--- config.mk ---
export PLATFORM = sky130hd
export DESIGN_NAME = pixel_batch_sequencer
export DESIGN_NICKNAME = d
export VERILOG_FILES = /design/src/rtl/pixel_batch_sequencer.sv
export SDC_FILE = /design/constraint.sdc
export NUM_CORES = 1
export LEC_CHECK = 0
export ABC_AREA = 1
export ABC_CLOCK_PERIOD_IN_PS = 2800
export BUFFER_PORTS_ARGS = -buffer_cell sky130_fd_sc_hd__buf_2
export CORE_AREA = 2 2 146 77
export CTS_CLUSTER_DIAMETER = 60
export CTS_CLUSTER_SIZE = 28
export DETAILED_ROUTE_END_ITERATION = 8
export DIE_AREA = 0 0 148 79
export PLACE_DENSITY_LB_ADDON = 0.12
export SETUP_SLACK_MARGIN = 0.05
export SLEW_MARGIN = 5
export SYNTH_ARGS = -nofsm -noshare
export SYNTH_HDL_FRONTEND = slang
export SYNTH_SLANG_ARGS = --single-unit
--- constraint.sdc ---
create_clock -name clk -period 2.8 [get_ports clk]
set_input_delay 0.56 -clock clk [delete_from_list [all_inputs] [get_ports clk]]
set_output_delay 0.56 -clock clk [all_outputs]
set_load 0.03 [all_outputs]
--- src/rtl/pixel_batch_sequencer.sv ---
// Batch coordinate generator: walks the visible frame NUM_PIXELS pixels at a time,
// one batch per accepted request, restarting on each new_frame pulse.
module pixel_batch_sequencer #(
    parameter int NUM_PIXELS  = 8,
    parameter int H_VISIBLE   = 640,
    parameter int V_VISIBLE   = 480,
    parameter int COORD_WIDTH = 10,
    parameter int FRAME_WIDTH = 16
) (
    input  logic                              clk,
    input  logic                              reset,
    input  logic                              new_frame,
    input  logic                              batch_req,
    output logic                              batch_valid,
    output logic [COORD_WIDTH-1:0]            batch_x,
    output logic [COORD_WIDTH-1:0]            batch_y,
    output logic [NUM_PIXELS*COORD_WIDTH-1:0] lane_x,
    output logic                              batch_last,
    output logic [FRAME_WIDTH-1:0]            frame_count,
    output logic                              frame_done,
    output logic                              frame_overrun
);

    typedef enum logic [1:0] {IDLE, ISSUE, DONE} state_t;

    // One extra bit so the x + NUM_PIXELS compare against H_VISIBLE cannot wrap.
    localparam logic [COORD_WIDTH:0]   H_END  = (COORD_WIDTH+1)'(H_VISIBLE);
    localparam logic [COORD_WIDTH:0]   X_STEP = (COORD_WIDTH+1)'(NUM_PIXELS);
    localparam logic [COORD_WIDTH-1:0] LAST_X = COORD_WIDTH'(H_VISIBLE - NUM_PIXELS);
    localparam logic [COORD_WIDTH-1:0] LAST_Y = COORD_WIDTH'(V_VISIBLE - 1);

    state_t                            state_reg, state_next;
    logic [COORD_WIDTH-1:0]            x_reg, x_next;
    logic [COORD_WIDTH-1:0]            y_reg, y_next;
    logic [NUM_PIXELS*COORD_WIDTH-1:0] lane_reg, lane_next, lane_init;
    logic                              last_reg, last_next;
    logic                              overrun_reg, overrun_next;
    logic [FRAME_WIDTH-1:0]            frame_reg, frame_next;
    logic [COORD_WIDTH:0]              x_wide;

    always_comb begin
        state_next   = state_reg;
        x_next       = x_reg;
        y_next       = y_reg;
        frame_next   = frame_reg;
        overrun_next = 1'b0;
        x_wide       = {1'b0, x_reg} + X_STEP;

        // new_frame wins over a same-cycle request; that request is dropped.
        if (new_frame) begin
            x_next       = '0;
            y_next       = '0;
            frame_next   = frame_reg + FRAME_WIDTH'(1);
            overrun_next = (state_reg == ISSUE);
            state_next   = ISSUE;
        end else if (state_reg == ISSUE && batch_req) begin
            if (last_reg) begin
                state_next = DONE;
            end else if (x_wide == H_END) begin
                x_next = '0;
                y_next = y_reg + COORD_WIDTH'(1);
            end else begin
                x_next = x_wide[COORD_WIDTH-1:0];
            end
        end

        last_next = (x_next == LAST_X) && (y_next == LAST_Y);
    end

    // Lane coordinates are precomputed from the next x so they register alongside it.
    generate
        for (genvar gi = 0; gi < NUM_PIXELS; gi++) begin : g_lane
            assign lane_next[gi*COORD_WIDTH +: COORD_WIDTH] = x_next + COORD_WIDTH'(gi);
            assign lane_init[gi*COORD_WIDTH +: COORD_WIDTH] = COORD_WIDTH'(gi);
        end
    endgenerate

    always_ff @(posedge clk) begin
        if (reset) begin
            state_reg   <= IDLE;
            x_reg       <= '0;
            y_reg       <= '0;
            lane_reg    <= lane_init;
            last_reg    <= 1'b0;
            frame_reg   <= '1;
            overrun_reg <= 1'b0;
        end else begin
            state_reg   <= state_next;
            x_reg       <= x_next;
            y_reg       <= y_next;
            lane_reg    <= lane_next;
            last_reg    <= last_next;
            frame_reg   <= frame_next;
            overrun_reg <= overrun_next;
        end
    end

    assign batch_valid   = (state_reg == ISSUE);
    assign frame_done    = (state_reg == DONE);
    assign batch_x       = x_reg;
    assign batch_y       = y_reg;
    assign lane_x        = lane_reg;
    assign batch_last    = last_reg;
    assign frame_count   = frame_reg;
    assign frame_overrun = overrun_reg;

endmodule
==> results.yml, run 1 <==
status:
  status: "completed"
synth:
  synth_cells: 618
  synthTopCellsByArea: "dfxtp_1 (42%), nand2_1 (7.7%), inv_1 (5.5%), nor2_1 (5.3%), a21oi_1 (4.7%)"
  async_flop_share_pct: 0
  synth_seq_cells: 100
  synthDistinctLibCells: 46
  synth_top_cell_by_area: "dfxtp_1"
  syn_nets: 634
  seq_area_frac_synth_pct: 42.1
  syn-cell-area_um2: 4760
  yosys.area.top_type_share_pct: 42.1
  synth_flop_cell: "dfxtp_1"
  syn-mean-instance-area_um2: 7.70
  synth_edf_count: 0
  ys_warn_count: 0
final_layout:
  layout_commonest_cell: "buf_2"
  area_delta_synth_final_pct: 20.8
  final_net_count: 750
  design_area_um2: 5750
  diodes: 0
  final_layout_size_suffix_gt1_share_pct: 28.6
  layout_common_cells: "buf_2 (123), dfxtp_1 (100), nand2_1 (98), inv_1 (70), nor2_1 (67)"
  largest_reg_flops: 61
clock_tree:
  cts_buffer_depth: 2
  cts_made_buffers: 9
  clkTransAtPathRegs_ns: 0.07
  post_cts_buffers: 0
  clkSinkCount: 100
  cts_root_buffer: "clkbuf_16"
  cts_tree: "built"
  htree_levels: 3
  cts_resized: 0
  cts_hold_buf: 0
  clk-insertion-delay-late_ns: 0.35
sta:
  finalHoldViolations: 0
  slew_viol_final: 0
  relSlewSlack_pct: 66.1
  skew_ns: 0.00798
  fin_crit_ns: 2.31
  rsz0062_at_grt: "no"
  final.period_utilization_pct: 82.4
  finalSetupViolCount: 0
  worst_slew_pin_slew_ns: 0.507
  fin_tns_setup_ns: 0
  clock.fmax_mhz: 433
worst_setup_path:
  arrival_ns: 2.51
  end_kind: "register"
  startpoint: "batch_x[5]"
  cp-endpoint: "lane_x[77]"
  r2r_slack_ns: 0.49
  critPathMaxFanout: 15
  r2r-start: "batch_x[5]"
  startpoint_type: "register"
  ff2ff_path_depth: 9
  cp.required_ns: 3.00
  setup.worst_path.class: "register to register"
  r2r-end: "lane_x[77]"
floorplan:
  dieHeight_um: 79
  ioPinCount: 124
  start_util_pct: 45.1
  fp-row-count: 27
  fp.dieArea_um2: 11700
  fp.dieW_um: 148
  core-area_um2: 10500
routing:
  drc: 0
  routed_wl_um: 12600
  viasPerCell: 5.02
  drt_iter0_markers: 347
  ant_nets: 0
  drt-pass1-iter-count: 5
  vias: 4436
  wire_per_inst_um: 14.3
global_route:
  grt_pass1_vias: 3906
  grt_max_degree: 26
  antenna_found_initial: 0
  grt_pass1_wl_um: 20000
  overflow: 0
  track_usage_pct: 22.0
power_and_ir_drop:
  power.leakage_uw: 0.00277
  ir_worst_vdd_v: 0.000413
  power_density_nw_per_um2: 626
placed_design:
  gp_congestion: 0.918
  place_hpwl_um: 9720
  postPlaceCellArea_um2: 5440
  port_buffers: 123
hold_path:
  hold_path.class: "register to register"
flow_run:
  maxCapViolCount: 0
-- where the power goes --
group	internal, uW	total, uW	switching, uW
logic	220	730	510
registers	1520	1620	96.5
clock network	697	1250	555
total	2440	3600	1160
-- per-stage QoR --
step           setup slack [ns]  std cells  power (uW)  util [%]  hold WS [ns]
2_1_floorplan             0.573        618        2170         -         0.462
3_3_place_gp              0.298        868        2360      51.7         0.468
3_5_place_dp              0.308        868        2370      51.7         0.477
4_1_cts                   0.562        884        3620      54.5         0.494
5_1_grt                   0.269        884        3780      54.5         0.510
6_report                  0.492        884        3600      54.5         0.493
-- layout make-up --
type,instances,area (um2)
clock buffers,9,225
clock inverters,7,76.3
fillers,1026,4790
inverters,87,335
multi-input cells,398,2200
flip-flops and latches,100,2000
well taps,145,181
repair buffers,138,728
-- synth_stat cells, types with 5 or more instances --
library cell  number
buf_4             21
ha_1              12
inv_2             10
nand3_1           36
o21ai_1           15
clkbuf_1           7
dfxtp_1          100
nand2_1           98
nor2_1            67
inv_1             70
o21ai_0           36
nand4_1           13
nor2_2            10
a21oi_1           45
nor3_1            10
o21ai_2            5
-- logic make-up after synthesis --
family / after synthesis / synth area share, %
simple gates: 265 / 28.3
buf+inv: 120 / 11.7
compound gates: 116 / 13.8
flops: 100 / 42.1
fa+ha+maj: 12 / 3.16
xor+xnor: 5 / 0.921
-- worst min-delay path by stage --
stage,from,endpoint,cells past startpoint
floorplan,state_reg[1],frame_overrun,1
finish,frame_count[14],frame_count[14],2
global placement,frame_count[14],frame_count[14],2
detailed placement,frame_count[14],frame_count[14],2
CTS,frame_count[14],frame_count[14],2
global route,frame_count[14],frame_count[14],2
-- per-layer routing --
layer | wire, um | vias up | GRT usage (%)
met5 | 0 | - | 0
met4 | 102 | 0 | 4.10
met3 | 1150 | 10 | 6.78
met2 | 5010 | 162 | 31.2
met1 | 6360 | 2048 | 32.8
li1 | - | 2216 | -
-- worst max-delay path: stages (launching register included) --
cell	delay, ns
dfxtp_1	0.60
nand3_1	0.27
o21ai_1	0.23
nand2_1	0.13
nand2_4	0.13
inv_4	0.07
nand2_4	0.08
nand2_1	0.31
o21ai_1	0.26
a21oi_1	0.07
No activity file was read; power rests on OpenSTA's default activity.
==> inputs of run 2 (changes only) <==
Settings changed: ABC_AREA 1 to 0, ABC_CLOCK_PERIOD_IN_PS 2800 to 2100, CORE_AREA 2 2 146 77 to 2 2 142 75, DIE_AREA 0 0 148 79 to 0 0 144 77.
Clock period 2.8 ns to 2.1 ns, I/O delays scaled along.
==> run 2 against run 1 <==
The flow now finishes with violations (setup timing). Area after synthesis fell by 5.3%. Core utilization rose by 15 points. Worst hold slack got worse by 0.072 ns. Critical endpoint is now lane_x[78]. Highest routed layer unchanged.
==> results.yml, run 2 <==
clock_tree:
  cts_hold_buf: 0
  cts_made_buffers: 9
  htree_levels: 3
  cts_root_buffer: "clkbuf_16"
  clk-insertion-delay-late_ns: 0.35
  cts_tree: "built"
  cts_buffer_depth: 2
  clkTransAtPathRegs_ns: 0.07
  clkSinkCount: 100
placed_design:
  gp_congestion: 0.912
  placedCellCount: 794
  place_hpwl_um: 9640
  port_buffers: 123
sta:
  finalHoldViolations: 0
  slew_viol_final: 0
  fin_crit_ns: 2.95
  relSlewSlack_pct: 42.2
  worst_slew_pin_slew_ns: 0.864
  rsz0062_at_grt: "yes"
  skew_ns: 0.00900
  setup_slack_ns: -0.847
  clock.fmax_mhz: 339
  finalSetupViolCount: 73
  final.period_utilization_pct: 140
  fin_tns_setup_ns: -40.86
routing:
  drt-pass1-iter-count: 5
  vias: 4217
  drc: 0
  wire_per_inst_um: 16.7
  viasPerCell: 5.11
  routed_wl_um: 13800
  drt_iter0_markers: 332
  ant_nets: 0
power_and_ir_drop:
  power.leakage_uw: 0.00306
  ir_worst_vdd_v: 0.000384
  p_seq_share_pct: 50.0
  switching_share_pct: 26.8
  switching_power_uw: 1070
  intPower_uw: 2930
  power_density_nw_per_um2: 587
  p_comb_share_pct: 12.1
  p_clk_share_pct: 37.9
worst_setup_path:
  cp_slowest_stage_delay_ns: 0.54
  critical_path.top_delay_family: "simple AND/OR/NAND/NOR gates"
  critPathMaxFanout: 6
  startpoint_type: "register"
  arrival_ns: 3.17
  critPathSlowestCell: "or4b_4"
  end_kind: "register"
  cp.required_ns: 2.33
  worstPathCellList: "or4b_4 > or4_4 > buf_4 > a211oi_4 > nor3_4 > buf_12 > ha_4 > a21oi_4 > nand3b_1 > xor2_1 > nor2_1"
  r2r-start: "batch_x[1]"
  critPathBufInv: 2
  startpoint: "batch_x[1]"
  setup.worst_path.class: "register to register"
synth:
  synth_cells: 497
  synth_edf_count: 0
  synthMostInstantiatedCell: "dfxtp_1"
  syn-cell-area_um2: 4500
  yosys.area.top_type_share_pct: 44.4
  synth_seq_cells: 100
  seq_area_frac_synth_pct: 44.4
  syn_nets: 513
  synth_flop_cell: "dfxtp_1"
  ys_warn_count: 0
  synthTopCellsByArea: "dfxtp_1 (44%), xor2_1 (5.4%), xnor2_1 (4.9%), nor2_1 (4.3%), buf_4 (3.5%)"
  syn-mean-instance-area_um2: 9.06
  synthDistinctLibCells: 54
  synth_top_cell_by_area: "dfxtp_1"
  synth_top_cells_by_count: "dfxtp_1 (100), nor2_1 (52), nand2_1 (35), nand3_1 (28), xor2_1 (28)"
  async_flop_share_pct: 0
final_layout:
  layout_commonest_cell: "buf_2"
  layout_common_cells: "buf_2 (123), dfxtp_1 (94), buf_4 (75), nor2_1 (47), xor2_1 (27)"
  multi_input_area_um2: 2800
  final_net_count: 697
  largest_reg_flops: 61
  final_layout_size_suffix_gt1_share_pct: 49.3
  stdcell_count: 825
  regArea_um2: 2020
  area_delta_synth_final_pct: 51.4
  fillers: 782
  diodes: 0
  final_util_pct: 69.2
status:
  status: "finished, violations left"
  violations: "setup timing"
hold_path:
  hold_path.class: "input pin to register"
  hp-start: "reset"
floorplan:
  fp.dieArea_um2: 11100
  fp.dieW_um: 144
  dieHeight_um: 77
  core-area_um2: 9860
  ioPinCount: 124
  fp-row-count: 26
  start_util_pct: 45.7
global_route:
  antenna_found_initial: 0
  track_usage_pct: 24.7
  grt_max_degree: 32
  grt_pass1_wl_um: 20900
  grt_pass1_vias: 3865
  overflow: 0
flow_run:
  maxCapViolCount: 0
run 2: changes by cell type in the layout (fill, tap and decap cells not counted), sizes merged, moves of 11 or more:
cell | previous run | this run
o21ai | 56 | 9
nor2 | 85 | 53
nor2b | 0 | 14
nand3 | 41 | 28
xnor2 | 1 | 25
nand2b | 0 | 11
buf | 138 | 220
a21oi | 48 | 20
and3 | 0 | 12
nand2 | 106 | 35
inv | 84 | 16
xor2 | 4 | 28
run 2: logic make-up after synthesis:
kind of cell | count (synthesis) | share of synthesized area, %
flops | 100 | 44.4
compound gates | 58 | 8.81
mux | 9 | 2.00
buf+inv | 61 | 7.08
fa+ha+maj | 12 | 3.33
simple gates | 204 | 24.0
xor+xnor | 53 | 10.3
run 2: path summary, 6_finish.rpt:
kind | endpoint | slack [ns] | depth (start not counted)
setup reg to reg | lane_x[78] | -0.85 | 11
hold / removal | lane_x[23] | 0.42 | 2
hold reg to reg | frame_count[15] | 0.52 | 2
setup / recovery | lane_x[78] | -0.85 | 11
run 2: worst register-to-register path: cells and delay by family (launching register included):
kind,cells,cell delay [ns]
xor+xnor,1,0.22
fa+ha+maj,1,0.19
compound gates,2,0.37
simple gates,5,1.41
buf+inv,2,0.30
flops,1,0.34
run 2: final cells by class:
class                           instances  area share (%)
Inverter                               14           0.954
Sequential cell                       100            29.6
Tap cell                              140            2.57
Multi-Input combinational cell        336            41.1
Timing Repair Buffer                  220            21.9
Clock buffer                            9            3.30
Clock inverter                          6           0.587
run 2: power groups by stage:
stage               registers (uW)  clock network [uW]  logic, uW
floorplan                     2140                   0        223
CTS                           2000                1540        477
global route                  2010                1600        522
finish                        2000                1520        486
detailed placement            2040                   0        461
global placement              2040                   0        454
run 2: per-stage QoR:
stage	instance area, um2	hold slack, ns	power (uW)	worst slack [ns]
floorplan	4660	0.496	2360	-0.772
global placement	5790	0.474	2490	-0.770
detailed placement	5790	0.504	2500	-0.877
CTS	6600	0.416	4010	-0.787
global route	6820	0.450	4130	-0.934
finish	6820	0.421	4000	-0.847
run 2: metal layers:
metal / GRT usage, % / up-vias / share of wire [%]
met5: 0 / - / 0
met4: 6.08 / 0 / 1.6
met1: 38.0 / 2015 / 50
met3: 7.25 / 21 / 7.8
met2: 33.4 / 152 / 40
li1: - / 2029 / -
run 2: timing repair:
action,CTS,global route
setup endpoints to repair,73,74
pin swaps,23,31
hold endpoints to repair,0,0
resized for setup,86,44
setup buffers,17,7
==> inputs of run 3 (changes only) <==
Settings changed: CORE_AREA 2 2 142 75 to 2 2 101 103, CTS_BUF_LIST from default to sky130_fd_sc_hd__clkbuf_8, DIE_AREA 0 0 144 77 to 0 0 103 105.
==> run 3 against run 2 <==
The run still ends with setup timing left. Critical path type unchanged. Die area fell by 2.5%. Setup slack improved by 0.0075 ns. Fmax increased by 0.26%. Core utilization fell by 0.11 points. Via count is 3.0% lower. Design area down 2.4%.
==> results.yml, run 3 (same netlist as run 2, synthesis figures left out) <==
status:
  status: "finished, violations left"
  violations: "setup timing"
routing:
  drt-pass1-iter-count: 4
  wire_per_inst_um: 15.6
  drt_iter0_markers: 96
  routed_wl_um: 12700
  drc: 0
  viasPerCell: 5.03
  ant_nets: 0
  vias: 4091
global_route:
  grt_pass1_vias: 3960
  overflow: 0
  grt_pass1_wl_um: 19500
  grt_max_degree: 71
  antenna_found_initial: 0
  track_usage_pct: 23.0
final_layout:
  largest_reg_flops: 61
  layout_common_cells: "buf_2 (123), dfxtp_1 (94), buf_4 (73), nor2_1 (47), xor2_1 (27)"
  stdcell_count: 814
  final_net_count: 692
  final_layout_size_suffix_gt1_share_pct: 47.4
  diodes: 0
  area_delta_synth_final_pct: 47.8
  layout_commonest_cell: "buf_2"
  design_area_um2: 6660
  fillers: 790
floorplan:
  fp-row-count: 36
  fp.dieArea_um2: 10800
  dieHeight_um: 105
  fp.dieW_um: 103
  ioPinCount: 124
  start_util_pct: 46.7
  core-area_um2: 9640
worst_setup_path:
  r2r_slack_ns: -0.84
  startpoint_type: "register"
  cp-endpoint: "batch_last"
  end_kind: "register"
  critPathMaxFanout: 2
  r2r-end: "batch_last"
  arrival_ns: 3.23
  startpoint: "batch_x[1]"
  setup.worst_path.class: "register to register"
  ff2ff_path_depth: 10
  cp.required_ns: 2.39
  r2r-start: "batch_x[1]"
sta:
  clock.fmax_mhz: 340
  worst_slew_pin_slew_ns: 0.767
  final.period_utilization_pct: 140
  fin_tns_setup_ns: -44.14
  hold_ws_ns: 0.337
  finalSetupViolCount: 73
  rsz0062_at_grt: "yes"
  setup_slack_ns: -0.840
  relSlewSlack_pct: 48.7
  finalHoldViolations: 0
  slew_viol_final: 0
  fin_crit_ns: 2.94
  skew_ns: 0.0133
power_and_ir_drop:
  ir_worst_vdd_v: 0.000332
  power_density_nw_per_um2: 593
  power.leakage_uw: 0.00298
clock_tree:
  htree_levels: 3
  cts_hold_buf: 0
  clkTransAtPathRegs_ns: 0.09
  cts_root_buffer: "clkbuf_8"
  cts_made_buffers: 9
  clkSinkCount: 100
  clk-insertion-delay-late_ns: 0.37
  cts_buffer_depth: 2
  cts_tree: "built"
hold_path:
  hold_path.class: "input pin to register"
  hp-start: "batch_req"
flow_run:
  maxCapViolCount: 0
placed_design:
  place_hpwl_um: 8460
  postPlaceCellArea_um2: 5760
  dp_slack_ns: -0.797
  port_buffers: 123
  placedCellCount: 780
  gp_congestion: 0.849
## run 3: cell types whose count changed in the layout (fill, tap and decap cells not counted), sizes merged
cell      previous run  this run
buf                220       214
bufinv               0         3
clkbuf               9        12
clkinv               3         1
clkinvlp             1         0
inv                 16        15
## run 3: critical path: stages, from the launching register on
cell and delay, ns:
dfxtp_4 0.35, or4b_4 0.53, or4_4 0.58, a211o_4 0.30
nand3_4 0.11, ha_4 0.16, nor4bb_4 0.20, nand3_1 0.12
nor3_2 0.13, and4_1 0.21, nor4bb_4 0.18
## run 3: repair_timing
item | in CTS | in global routing
resized for setup | 62 | 36
setup endpoints to repair | 73 | 73
pin swaps | 27 | 19
buffers inserted | 10 | 9
cloned | 0 | 1
## run 3: power breakdown
group	total (uW)	switching, uW	internal, uW	leakage, uW
Sequential	1990	49.0	1950	0.000813
Combinational	472	296	176	0.00204
Clock	1480	628	850	0.000131
Total	3940	972	2970	0.00298
## run 3: worst min-delay path by stage
stage / cells past startpoint / end
final: 3 / state_reg[1]
after global routing: 3 / state_reg[1]
after CTS: 3 / state_reg[1]
after detailed placement: 2 / frame_count[15]
after global placement: 2 / frame_count[15]
after floorplan: 2 / state_reg[0]
## run 3: area by class of cell
type,count,area [um2],share of cell area [%]
clock buffers,11,151,2.27
clock inverters,5,98.8,1.48
inverters,14,57.6,0.865
multi-input cells,336,2700,40.5
flip-flops and latches,100,2020,30.3
well taps,133,166,2.50
repair buffers,215,1470,22.1
## run 3: metrics by stage
stage | utilization [%] | power (uW)
2_1_floorplan | - | 2360
3_3_place_gp | 59.8 | 2490
3_5_place_dp | 59.8 | 2500
4_1_cts | 66.4 | 3980
5_1_grt | 69.1 | 4120
6_report | 69.1 | 3940
## run 3: metal layers
metal	GRT usage, %	share of wire [%]	routed length, um
met4	8.65	2.1	262
met3	4.62	4.8	606
met1	28.9	43	5460
met2	38.4	50	6380
met5	0	0	0
